--- src/rtl/lcd_spi_pkg.sv ---
// Shared types for the LCD SPI transmitter: FSM states, request control flags
// and the bit-counter width helper.
package lcd_spi_pkg;

    typedef enum logic [2:0] {IDLE, LOAD, LOW, HIGH, DONE} state_t;

    // Control half of a request entry; the top wraps this with a DATA_W payload.
    typedef struct packed {
        logic rel;
        logic dc;
        logic wide;
    } req_ctl_t;

    localparam int CTL_W = $bits(req_ctl_t);

    // Width of a counter that must hold the value dw (bits per transfer).
    function automatic int cnt_w(input int dw);
        return $clog2(dw + 1);
    endfunction

endpackage

--- src/rtl/lcd_spi_sync_fifo.sv ---
// Generic single-clock FIFO with full/empty flags and an occupancy count.
module lcd_spi_sync_fifo #(
    parameter int WIDTH = 8,
    parameter int DEPTH = 8
) (
    input  logic                   clk,
    input  logic                   rst,
    input  logic                   push,
    input  logic [WIDTH-1:0]       wdata,
    input  logic                   pop,
    output logic [WIDTH-1:0]       rdata,
    output logic                   full,
    output logic                   empty,
    output logic [$clog2(DEPTH):0] count
);
    localparam int AW = $clog2(DEPTH);

    logic [WIDTH-1:0] mem [DEPTH];
    logic [AW-1:0]    wr_ptr, rd_ptr;
    logic             do_push, do_pop;

    assign full    = (count == (AW+1)'(DEPTH));
    assign empty   = (count == '0);
    assign do_push = push && !full;
    assign do_pop  = pop && !empty;
    assign rdata   = mem[rd_ptr];

    always_ff @(posedge clk) begin
        if (do_push) mem[wr_ptr] <= wdata;
    end

    always_ff @(posedge clk) begin
        if (rst) begin
            wr_ptr <= '0;
            rd_ptr <= '0;
            count  <= '0;
        end else begin
            if (do_push) wr_ptr <= wr_ptr + 1'b1;
            if (do_pop)  rd_ptr <= rd_ptr + 1'b1;
            case ({do_push, do_pop})
                2'b10:   count <= count + 1'b1;
                2'b01:   count <= count - 1'b1;
                default: count <= count;
            endcase
        end
    end

endmodule

--- src/rtl/lcd_spi_master.sv ---
// FIFO-buffered SPI transmitter for an ILI9341-class LCD (8-bit or DATA_W-bit words).
// Optional receive path enabled by defining LCD_SPI_RX_EN.
module lcd_spi_master
    import lcd_spi_pkg::*;
#(
    parameter int DATA_W     = 16,
    parameter int FIFO_DEPTH = 8,
    parameter int CLK_DIV    = 1
) (
    input  logic                        clk,
    input  logic                        rst,
    input  logic                        in_valid,
    output logic                        in_ready,
    input  logic [DATA_W-1:0]           in_data,
    input  logic                        in_wide,
    input  logic                        in_dc,
    input  logic                        in_release,
    output logic                        busy,
    output logic [$clog2(FIFO_DEPTH):0] fifo_count,
    output logic                        DCX,
    output logic                        CSX,
    output logic                        SDO,
    output logic                        SCK
`ifdef LCD_SPI_RX_EN
    ,
    input  logic                        SDI,
    output logic [DATA_W-1:0]           rx_data,
    output logic                        rx_valid
`endif
);
    localparam int BW = cnt_w(DATA_W);
    localparam int DW = (CLK_DIV > 1) ? $clog2(CLK_DIV) : 1;

    typedef struct packed {
        req_ctl_t          ctl;
        logic [DATA_W-1:0] data;
    } req_t;

    req_t              wr_req, head, cur;
    logic              full, empty, pop, phase_end;
    state_t            state, state_nx;
    logic [DATA_W-1:0] shreg;
    logic [BW-1:0]     bits;
    logic [DW-1:0]     div;

    assign wr_req   = {in_release, in_dc, in_wide, in_data};
    assign in_ready = !full;

    lcd_spi_sync_fifo #(.WIDTH($bits(req_t)), .DEPTH(FIFO_DEPTH)) u_fifo (
        .clk   (clk),
        .rst   (rst),
        .push  (in_valid && !full),
        .wdata (wr_req),
        .pop   (pop),
        .rdata (head),
        .full  (full),
        .empty (empty),
        .count (fifo_count)
    );

    assign phase_end = (div == DW'(CLK_DIV - 1));

    always_comb begin
        state_nx = state;
        pop      = 1'b0;
        case (state)
            IDLE: if (!empty) begin
                pop      = 1'b1;
                state_nx = LOAD;
            end
            LOAD: state_nx = cur.ctl.rel ? IDLE : LOW;
            LOW:  if (phase_end) state_nx = HIGH;
            HIGH: if (phase_end) state_nx = (bits == BW'(1)) ? DONE : LOW;
            DONE: state_nx = IDLE;
            default: state_nx = IDLE;
        endcase
    end

    always_ff @(posedge clk) begin
        if (rst) begin
            state <= IDLE;
            CSX   <= 1'b1;
            DCX   <= 1'b0;
            shreg <= '0;
            bits  <= '0;
            div   <= '0;
            cur   <= '0;
        end else begin
            state <= state_nx;
            if (pop) cur <= head;
            case (state)
                LOAD: begin
                    CSX <= cur.ctl.rel;
                    DCX <= cur.ctl.dc;
                    div <= '0;
                    if (!cur.ctl.rel) begin
                        // Narrow words are left-aligned so data[7] leaves first.
                        shreg <= cur.ctl.wide ? cur.data : (DATA_W'(cur.data[7:0]) << (DATA_W - 8));
                        bits  <= cur.ctl.wide ? BW'(DATA_W) : BW'(8);
                    end
                end
                LOW, HIGH: begin
                    div <= phase_end ? '0 : div + 1'b1;
                    if (state == HIGH && phase_end) begin
                        shreg <= shreg << 1;
                        bits  <= bits - 1'b1;
                    end
                end
                default: ;
            endcase
        end
    end

    assign SCK  = (state == HIGH);
    assign SDO  = (state == LOW || state == HIGH) && shreg[DATA_W-1];
    assign busy = !empty || (state != IDLE);

`ifdef LCD_SPI_RX_EN
    logic [DATA_W-1:0] rx_sh;

    // SDI is captured on the first clk of HIGH, i.e. at the SCK rising edge.
    always_ff @(posedge clk) begin
        if (rst || state == LOAD) rx_sh <= '0;
        else if (state == HIGH && div == '0) rx_sh <= {rx_sh[DATA_W-2:0], SDI};
    end

    assign rx_data  = rx_sh;
    assign rx_valid = (state == DONE);
`endif

endmodule

--- config.mk ---
export PLATFORM = sky130hd
export DESIGN_NAME = lcd_spi_master
export DESIGN_NICKNAME = d
export VERILOG_FILES = /design/src/rtl/lcd_spi_pkg.sv /design/src/rtl/lcd_spi_sync_fifo.sv /design/src/rtl/lcd_spi_master.sv
export SDC_FILE = /design/constraint.sdc
export NUM_CORES = 1
export LEC_CHECK = 0
export BUFFER_PORTS_ARGS = -buffer_cell sky130_fd_sc_hd__buf_2
export CAP_MARGIN = 5
export CORE_ASPECT_RATIO = 2
export CORE_MARGIN = 3
export CORE_UTILIZATION = 60
export CTS_BUF_LIST = sky130_fd_sc_hd__clkbuf_2 sky130_fd_sc_hd__clkbuf_4 sky130_fd_sc_hd__clkbuf_8
export DETAILED_ROUTE_END_ITERATION = 7
export HOLD_SLACK_MARGIN = 0.05
export PLACE_DENSITY = 0.78
export SLEW_MARGIN = 5
export SYNTH_ARGS = -nofsm -noshare
export SYNTH_HDL_FRONTEND = slang
export SYNTH_SLANG_ARGS = --single-unit
--- constraint.sdc ---
create_clock -name clk -period 3.6 [get_ports clk]
set_input_delay 0.72 -clock clk [delete_from_list [all_inputs] [get_ports clk]]
set_output_delay 0.72 -clock clk [all_outputs]
set_load 0.01 [all_outputs]
==> metrics.md, run 1 <==
| Metric | Value |
|---|---|
| CTS buffer count | `27` |
| Initial antenna violation count | `0` |
| Critical path arrival | `3320 ps` |
| Ant diodes | `0` |
| Final setup vio count | `0` |
| Antenna Nets Post-Route | `0` |
| DR iter-0 viols | `277` |
| Cell Area, Synth | `just over 8000 sq um` |
| Die width | `89.1 um` |
| Slowest cell on the critical path | `and2_4` |
| Sequential share of the synthesized area | `a little under 70%` |
| Mapped Cells | `515` |
| Critical path, cell by cell | `nor3_2, and2_4, ha_1, xor2_1, ha_1, a21oi_1, xor2_1, or3_1, a21oi_1` |
| Post-CTS sizing | `0` |
| HP Class | `flip-flop to flip-flop` |
| Synth unique cells | `50` |
| Slew Limit Fails | `0` |
| Vias | `between 4k and 5k` |
| IO Count | `32` |
| Yosys Warn Count | `0` |
| Dpl hpwl | `approximately 9.6 mm` |
| Ys async rst share | `0%` |
| TritonCTS clock tree | `built` |
| RSZ-0062 raised after global routing | `false` |
| Grt ovf | `0` |
| Vias in the first global route | `about 4.8k` |
| DP Area | `between 8000 and 9000 sq um` |
| Gpl congestion | `around 0.75` |
| Largest stage delay, worst path | `560 ps` |
| Setup TNS | `0 ps` |
| Average wire per standard cell | `about 21 um` |
| Maxcap violations | `0` |
| Buf/Inv on CP | `0` |
| Power per cell area | `roughly 740 nW/um^2` |
| Pre-antenna DRT Iters | `4` |
| Finished Cell Area | `between 9000 and 10000 sq um` |
| Final Critical Period | `2880 ps` |
| Worst reg2reg path depth | `9` |
| Core area | `approximately 14000 sq um` |
| Critical path launch point type | `flip-flop` |
| Port bufs | `31` |
| Mapped Avg Cell Area | `about 16 sq um` |
| Nets | `approximately 600` |
| Clock root buffer | `clkbuf_8` |
| WHS Path Cells | `2` |
| R2R Path Start | `state[2]` |
| DRC Markers | `0` |
| Die area | `about 15000 sq um` |
| EDFF count, synth | `roughly 150` |
| Reg clk slew, reported paths | `approximately 70 ps` |
| Share of cells above drive strength 1 | `29.4%` |
| Gr usage total | `a little over a fifth` |
| Register bit total from synthesis | `207` |
| Hold Path Sink | `shreg[15]` |
| Status | `completed` |
| Pin count of the biggest net entering global routing | `44` |
| Crit-path leading delay family | `simple AND/OR/NAND/NOR gates` |
| P&R area growth vs syn | `9.88%` |
| # Post-CTS Setup Buffers | `0` |
| Synth Flop Type | `edfxtp_1` |
| CP Class | `flip-flop to flip-flop` |
| Final Hold Viols | `0` |
| Slew Limit Headroom | `between 20% and 30%` |
| Hold-fix buffer count after cts | `0` |
| First-pass GRT wire length | `~25 mm` |
| Final Power | `0.00677 W` |
| # rows | `60` |
| Mapped Nets | `544` |
| VDD IR-drop max | `roughly 0.00052 V` |
| Die Span Y | `between 150 and 200 um` |
| Worst path required time | `just over 4000 ps` |
| CP endpoint kind | `flip-flop` |
| Max Fclk | `roughly 350 MHz` |
| Initial core utilization | `about three fifths` |
| Clock Latency Late Sink | `520 ps` |
| CTS Sinks | `between 200 and 250` |
| R2R Path End | `u_fifo.count[2]` |
| Flop2flop setup slack | `720 ps` |
| Final period utilization | `79.9%` |
| Most common cell after layout, fill and taps aside | `edfxtp_1` |
| Clock buffer depth | `3` |
| Drt total wl | `15.2 mm` |
| Static leakage | `3.03 nW` |
| Worst-Margin Slew | `1150 ps` |
| Layout Utilization | `67.4%` |
| Vias per cell | `approximately 6` |
| Commonest non-fill, non-tap cells in the layout | `152 x edfxtp_1, 54 x dfxtp_1, 38 x mux4_2` |
| Hold Startpoint | `shreg[15]` |
| Worst Skew | `20.9 ps` |
| Htree depth | `1` |
| Worst-path fanout max | `23` |
[how the worst max path moves through the flow]
stage,from,endpoint,slack [ps],depth (start not counted)
2_1_floorplan,u_fifo.count[1],u_fifo.mem[0][0],290,5
3_3_place_gp,state[2],u_fifo.count[3],920,7
3_5_place_dp,state[2],u_fifo.count[2],740,9
4_1_cts,state[2],u_fifo.count[2],700,9
5_1_grt,state[2],u_fifo.count[2],540,9
6_report,state[2],u_fifo.count[2],720,9
[through the flow]
| step | hold slack (ps) | setup slack, ps | cells |
|---|---|---|---|
| CTS | 440 | 703 | 730 |
| finish | 455 | 724 | 730 |
| floorplan | 432 | 294 | 515 |
| global route | 449 | 536 | 730 |
| detailed placement | 445 | 736 | 682 |
| global placement | 444 | 918 | 682 |
[worst reg2reg max path: cells and delay by family (launching register included)]
family	cells	cell delay [ps]
AND/OR/NAND/NOR	3	1330
adder cells (fa/ha/maj)	2	540
AO/OA/AOI/OAI	2	330
flip-flops	1	380
XOR/XNOR	2	220
[Yosys cell counts (5+ instances only)]
master | instances | area, sq um
a21oi_1 | 15 | 75.1
a311oi_1 | 7 | 61.3
buf_2 | 7 | 35.0
buf_6 | 5 | 56.3
clkbuf_1 | 14 | 52.6
dfxtp_1 | 55 | 1100
edfxtp_1 | 152 | 4560
ha_1 | 7 | 87.6
inv_1 | 5 | 18.8
mux2i_1 | 13 | 130
mux4_2 | 38 | 856
nand2_1 | 30 | 113
nand3_1 | 11 | 55.1
nor2_1 | 28 | 105
nor2_2 | 9 | 56.3
nor2_4 | 10 | 113
nor3_1 | 15 | 75.1
nor3_2 | 12 | 120
o211ai_1 | 8 | 60.1
o21ai_0 | 6 | 30.0
o22ai_1 | 19 | 119
xor2_1 | 5 | 43.8
[sequential cells by signal, summed over array words and instances (netlist names), 3 cells and up]
register,flops
state,3
u_fifo.wr_ptr,3
cur,19
u_fifo.mem,152
shreg,16
u_fifo.rd_ptr,3
u_fifo.count,4
bits,5
[per-layer routing]
metal / global-route usage (%) / routed length (um) / vias up
met4: 8.62 / 491 / 0
li1: - / - / 2085
met2: 37.6 / 8460 / 113
met3: 3.24 / 556 / 34
met1: 24.7 / 5660 / 2283
met5: 0 / 0 / -
[area by class of cell]
type                       count  area [sq um]
multi-input combinational    271          2440
timing repair buffer          44           265
fill                         919          4400
sequential                   207          5670
tap                          155           194
clock buffer                  33           417
inverter                       5          18.8
clock inverter                15           115
[power breakdown]
group / total, W / internal (W) / leakage (nW) / switching [W]
Sequential: 0.00306 / 0.00284 / 1.83 / 0.000228
Clock: 0.00170 / 0.000906 / 0.282 / 0.000789
Combinational: 0.00201 / 0.000841 / 0.912 / 0.00117
[cell families (layout without fill, tap and decap cells)]
group / count (synthesis) / after routing / synth area share, %
buffers and inverters: 37 / 97 / 2.72
AOI/OAI and AO/OA: 65 / 65 / 5.10
DFF: 207 / 207 / 68.3
xor gates and xnor gates: 7 / 7 / 0.739
and+or+nand+nor: 140 / 140 / 10.1
muxes: 52 / 52 / 12.0
adders and majority gates: 7 / 7 / 1.06
Note: power is estimated with default switching activity, not from simulation.
==> inputs of run 2 (changes only) <==
Settings changed: CORE_UTILIZATION 60 to 58.
Clock period 3.6 ns to 2.6 ns, I/O delays scaled along.
==> run 2 against run 1 <==
Effect of this change:
- critical path type is now flip-flop to output pin
- setup slack got worse by 620 ps
- largest power group unchanged
- sequential share of layout area down 0.54 points
- flip-flop and latch count did not move
==> metrics.md, run 2 (same netlist as run 1, synthesis figures left out) <==
| Metric | Value |
|---|---|
| Final Hold Viols | `0` |
| Int Pwr | `0.00633 W` |
| IO Count | `32` |
| Die Span Y | `between 150 and 200 um` |
| Vias per cell | `5.90` |
| Top Registers | `u_fifo.mem: 152 flops, cur: 19 flops, shreg: 16 flops` |
| R2R Path Start | `u_fifo.count[1]` |
| Dpl hpwl | `9.49 mm` |
| Net Sw Power | `slightly above 0.003 W` |
| Clock root buffer | `clkbuf_8` |
| Port bufs | `31` |
| Most common cell after layout, fill and taps aside | `edfxtp_1` |
| Drt total wl | `15.1 mm` |
| Worst Skew | `~7.1 ps` |
| Layout Utilization | `65.8%` |
| Switching Fraction | `~32%` |
| Static leakage | `approximately 3.0 nW` |
| Critical path launch point type | `flip-flop` |
| Worst path required time | `2080 ps` |
| Final setup vio count | `0` |
| P&R area growth vs syn | `10.9%` |
| Placed cells | `about 700` |
| Flop pwr share | `a little under half` |
| CP endpoint kind | `output pin` |
| Finished Cell Area | `just over 9000 sq um` |
| Ant diodes | `0` |
| Critical path arrival | `about 2000 ps` |
| Share of cells above drive strength 1 | `between 30% and 40%` |
| Final Critical Period | `between 2000 and 2500 ps` |
| Hold Path Sink | `u_fifo.mem[2][7]` |
| Vias in the first global route | `about 4.8k` |
| Max FFs per register | `between 150 and 200` |
| Place WS | `between 5 and 6 ps` |
| Initial antenna violation count | `0` |
| Maxcap violations | `0` |
| Worst Slack Setup Final | `104 ps` |
| Hold Startpoint | `in_data[7]` |
| VDD IR-drop max | `~0.00049 V` |
| Fin cells | `764` |
| Die area | `about 16000 sq um` |
| Vias | `roughly 4.5k` |
| Max Fclk | `401 MHz` |
| Final period utilization | `96.0%` |
| Average wire per standard cell | `just under 20 um` |
| CTS buffer count | `27` |
| Most flop-heavy register | `u_fifo.mem` |
| TritonCTS clock tree | `built` |
| Status | `completed` |
| Hold-fix buffer count after cts | `0` |
| CTS Sinks | `about 210` |
| DP Area | `just under 9000 sq um` |
| Worst-path fanout max | `9` |
| Worst reg2reg path depth | `7` |
| Flop2flop setup slack | `between 100 and 150 ps` |
| Clock Power Share | `a little under a quarter` |
| Htree depth | `1` |
| Grt ovf | `0` |
| Initial core utilization | `59.4%` |
| Combinational share of power | `a little under a third` |
| # rows | `61` |
| Antenna Nets Post-Route | `0` |
| Slew Limit Fails | `0` |
| First-pass GRT wire length | `~25 mm` |
| WHS Path Cells | `1` |
| Worst-Margin Slew | `roughly 1100 ps` |
| Gr usage total | `between 10% and 20%` |
| RSZ-0062 raised after global routing | `false` |
| Pin count of the biggest net entering global routing | `34` |
| Gpl congestion | `around 0.80` |
| Reg clk slew, reported paths | `70 ps` |
| Core area | `roughly 14000 sq um` |
| Clock buffer depth | `3` |
| Slew Limit Headroom | `roughly a quarter` |
| Clock Latency Late Sink | `around 510 ps` |
| HP Class | `primary input to flip-flop` |
| Pre-antenna DRT Iters | `7` |
| CP Class | `flip-flop to output pin` |
| Commonest non-fill, non-tap cells in the layout | `152 x edfxtp_1, 53 x dfxtp_1, 38 x mux4_2` |
| Nets | `587` |
| R2R Path End | `u_fifo.count[3]` |
| Power per cell area | `1020 nW/um^2` |
| DR iter-0 viols | `around 290` |
| DRC Markers | `0` |
| Die width | `between 90 and 100 um` |
run 2: changes by cell type in the layout (fill, tap and decap cells not counted), moves of 2 or more:
cell / before / now
ha_2: 0 / 2
clkinv_2: 5 / 1
clkinvlp_4: 0 / 3
ha_1: 7 / 5
run 2: worst max path at each step:
stage,startpoint,endpoint,slack (ps),depth (start not counted)
6_report,u_fifo.count[1],busy,100,5
5_1_grt,u_fifo.count[1],busy,4,5
4_1_cts,u_fifo.count[1],u_fifo.count[2],10,9
3_5_place_dp,u_fifo.count[0],u_fifo.count[2],6,9
3_3_place_gp,u_fifo.count[0],u_fifo.count[3],170,7
2_1_floorplan,u_fifo.count[2],u_fifo.mem[2][0],-210,4
run 2: final cells by class:
cell class / instances / area (sq um)
fill: 976 / 4770
multi-input combinational: 271 / 2480
tap: 189 / 236
sequential: 207 / 5670
clock inverter: 14 / 91.3
clock buffer: 32 / 409
timing repair buffer: 46 / 293
inverter: 5 / 18.8
run 2: worst max-delay path, stage by stage, from the launching register on:
cell and delay [ps]:
dfxtp_2 380, or4_4 580, buf_4 170, nor2_1 120, nand2_1 70, buf_2 140
run 2: repair_timing:
| item | 4_1_cts | 5_1_grt |
|---|---|---|
| pin swaps | 1 | 1 |
| gates cloned | 0 | 0 |
| gates resized for setup | 0 | 6 |
| setup buffers | 0 | 1 |
| endpoints found under the setup margin | 1 | 2 |
run 2: routing by layer:
| layer | vias up | GRT usage [%] | wire, um |
|---|---|---|---|
| met4 | 0 | 9.97 | 576 |
| met3 | 37 | 2.76 | 546 |
| met1 | 2284 | 22.6 | 5650 |
| met5 | - | 0 | 0 |
| met2 | 114 | 35.8 | 8340 |
| li1 | 2075 | - | - |
run 2: stage by stage:
| stage | setup TNS [ps] | total power (W) | hold WS (ps) |
|---|---|---|---|
| after global routing | 0 | 0.00990 | 252 |
| after global placement | 0 | 0.00705 | 440 |
| final | 0 | 0.00937 | 271 |
| after CTS | 0 | 0.00939 | 245 |
| after floorplan | -12330 | 0.00668 | 432 |
| after detailed placement | 0 | 0.00716 | 450 |
run 2: power groups by stage:
stage,clock (W),sequential [W],combinational (W)
6_report,0.00222,0.00427,0.00288
3_3_place_gp,0,0.00431,0.00274
5_1_grt,0.00243,0.00432,0.00315
2_1_floorplan,0,0.00421,0.00247
4_1_cts,0.00229,0.00427,0.00284
3_5_place_dp,0,0.00434,0.00282
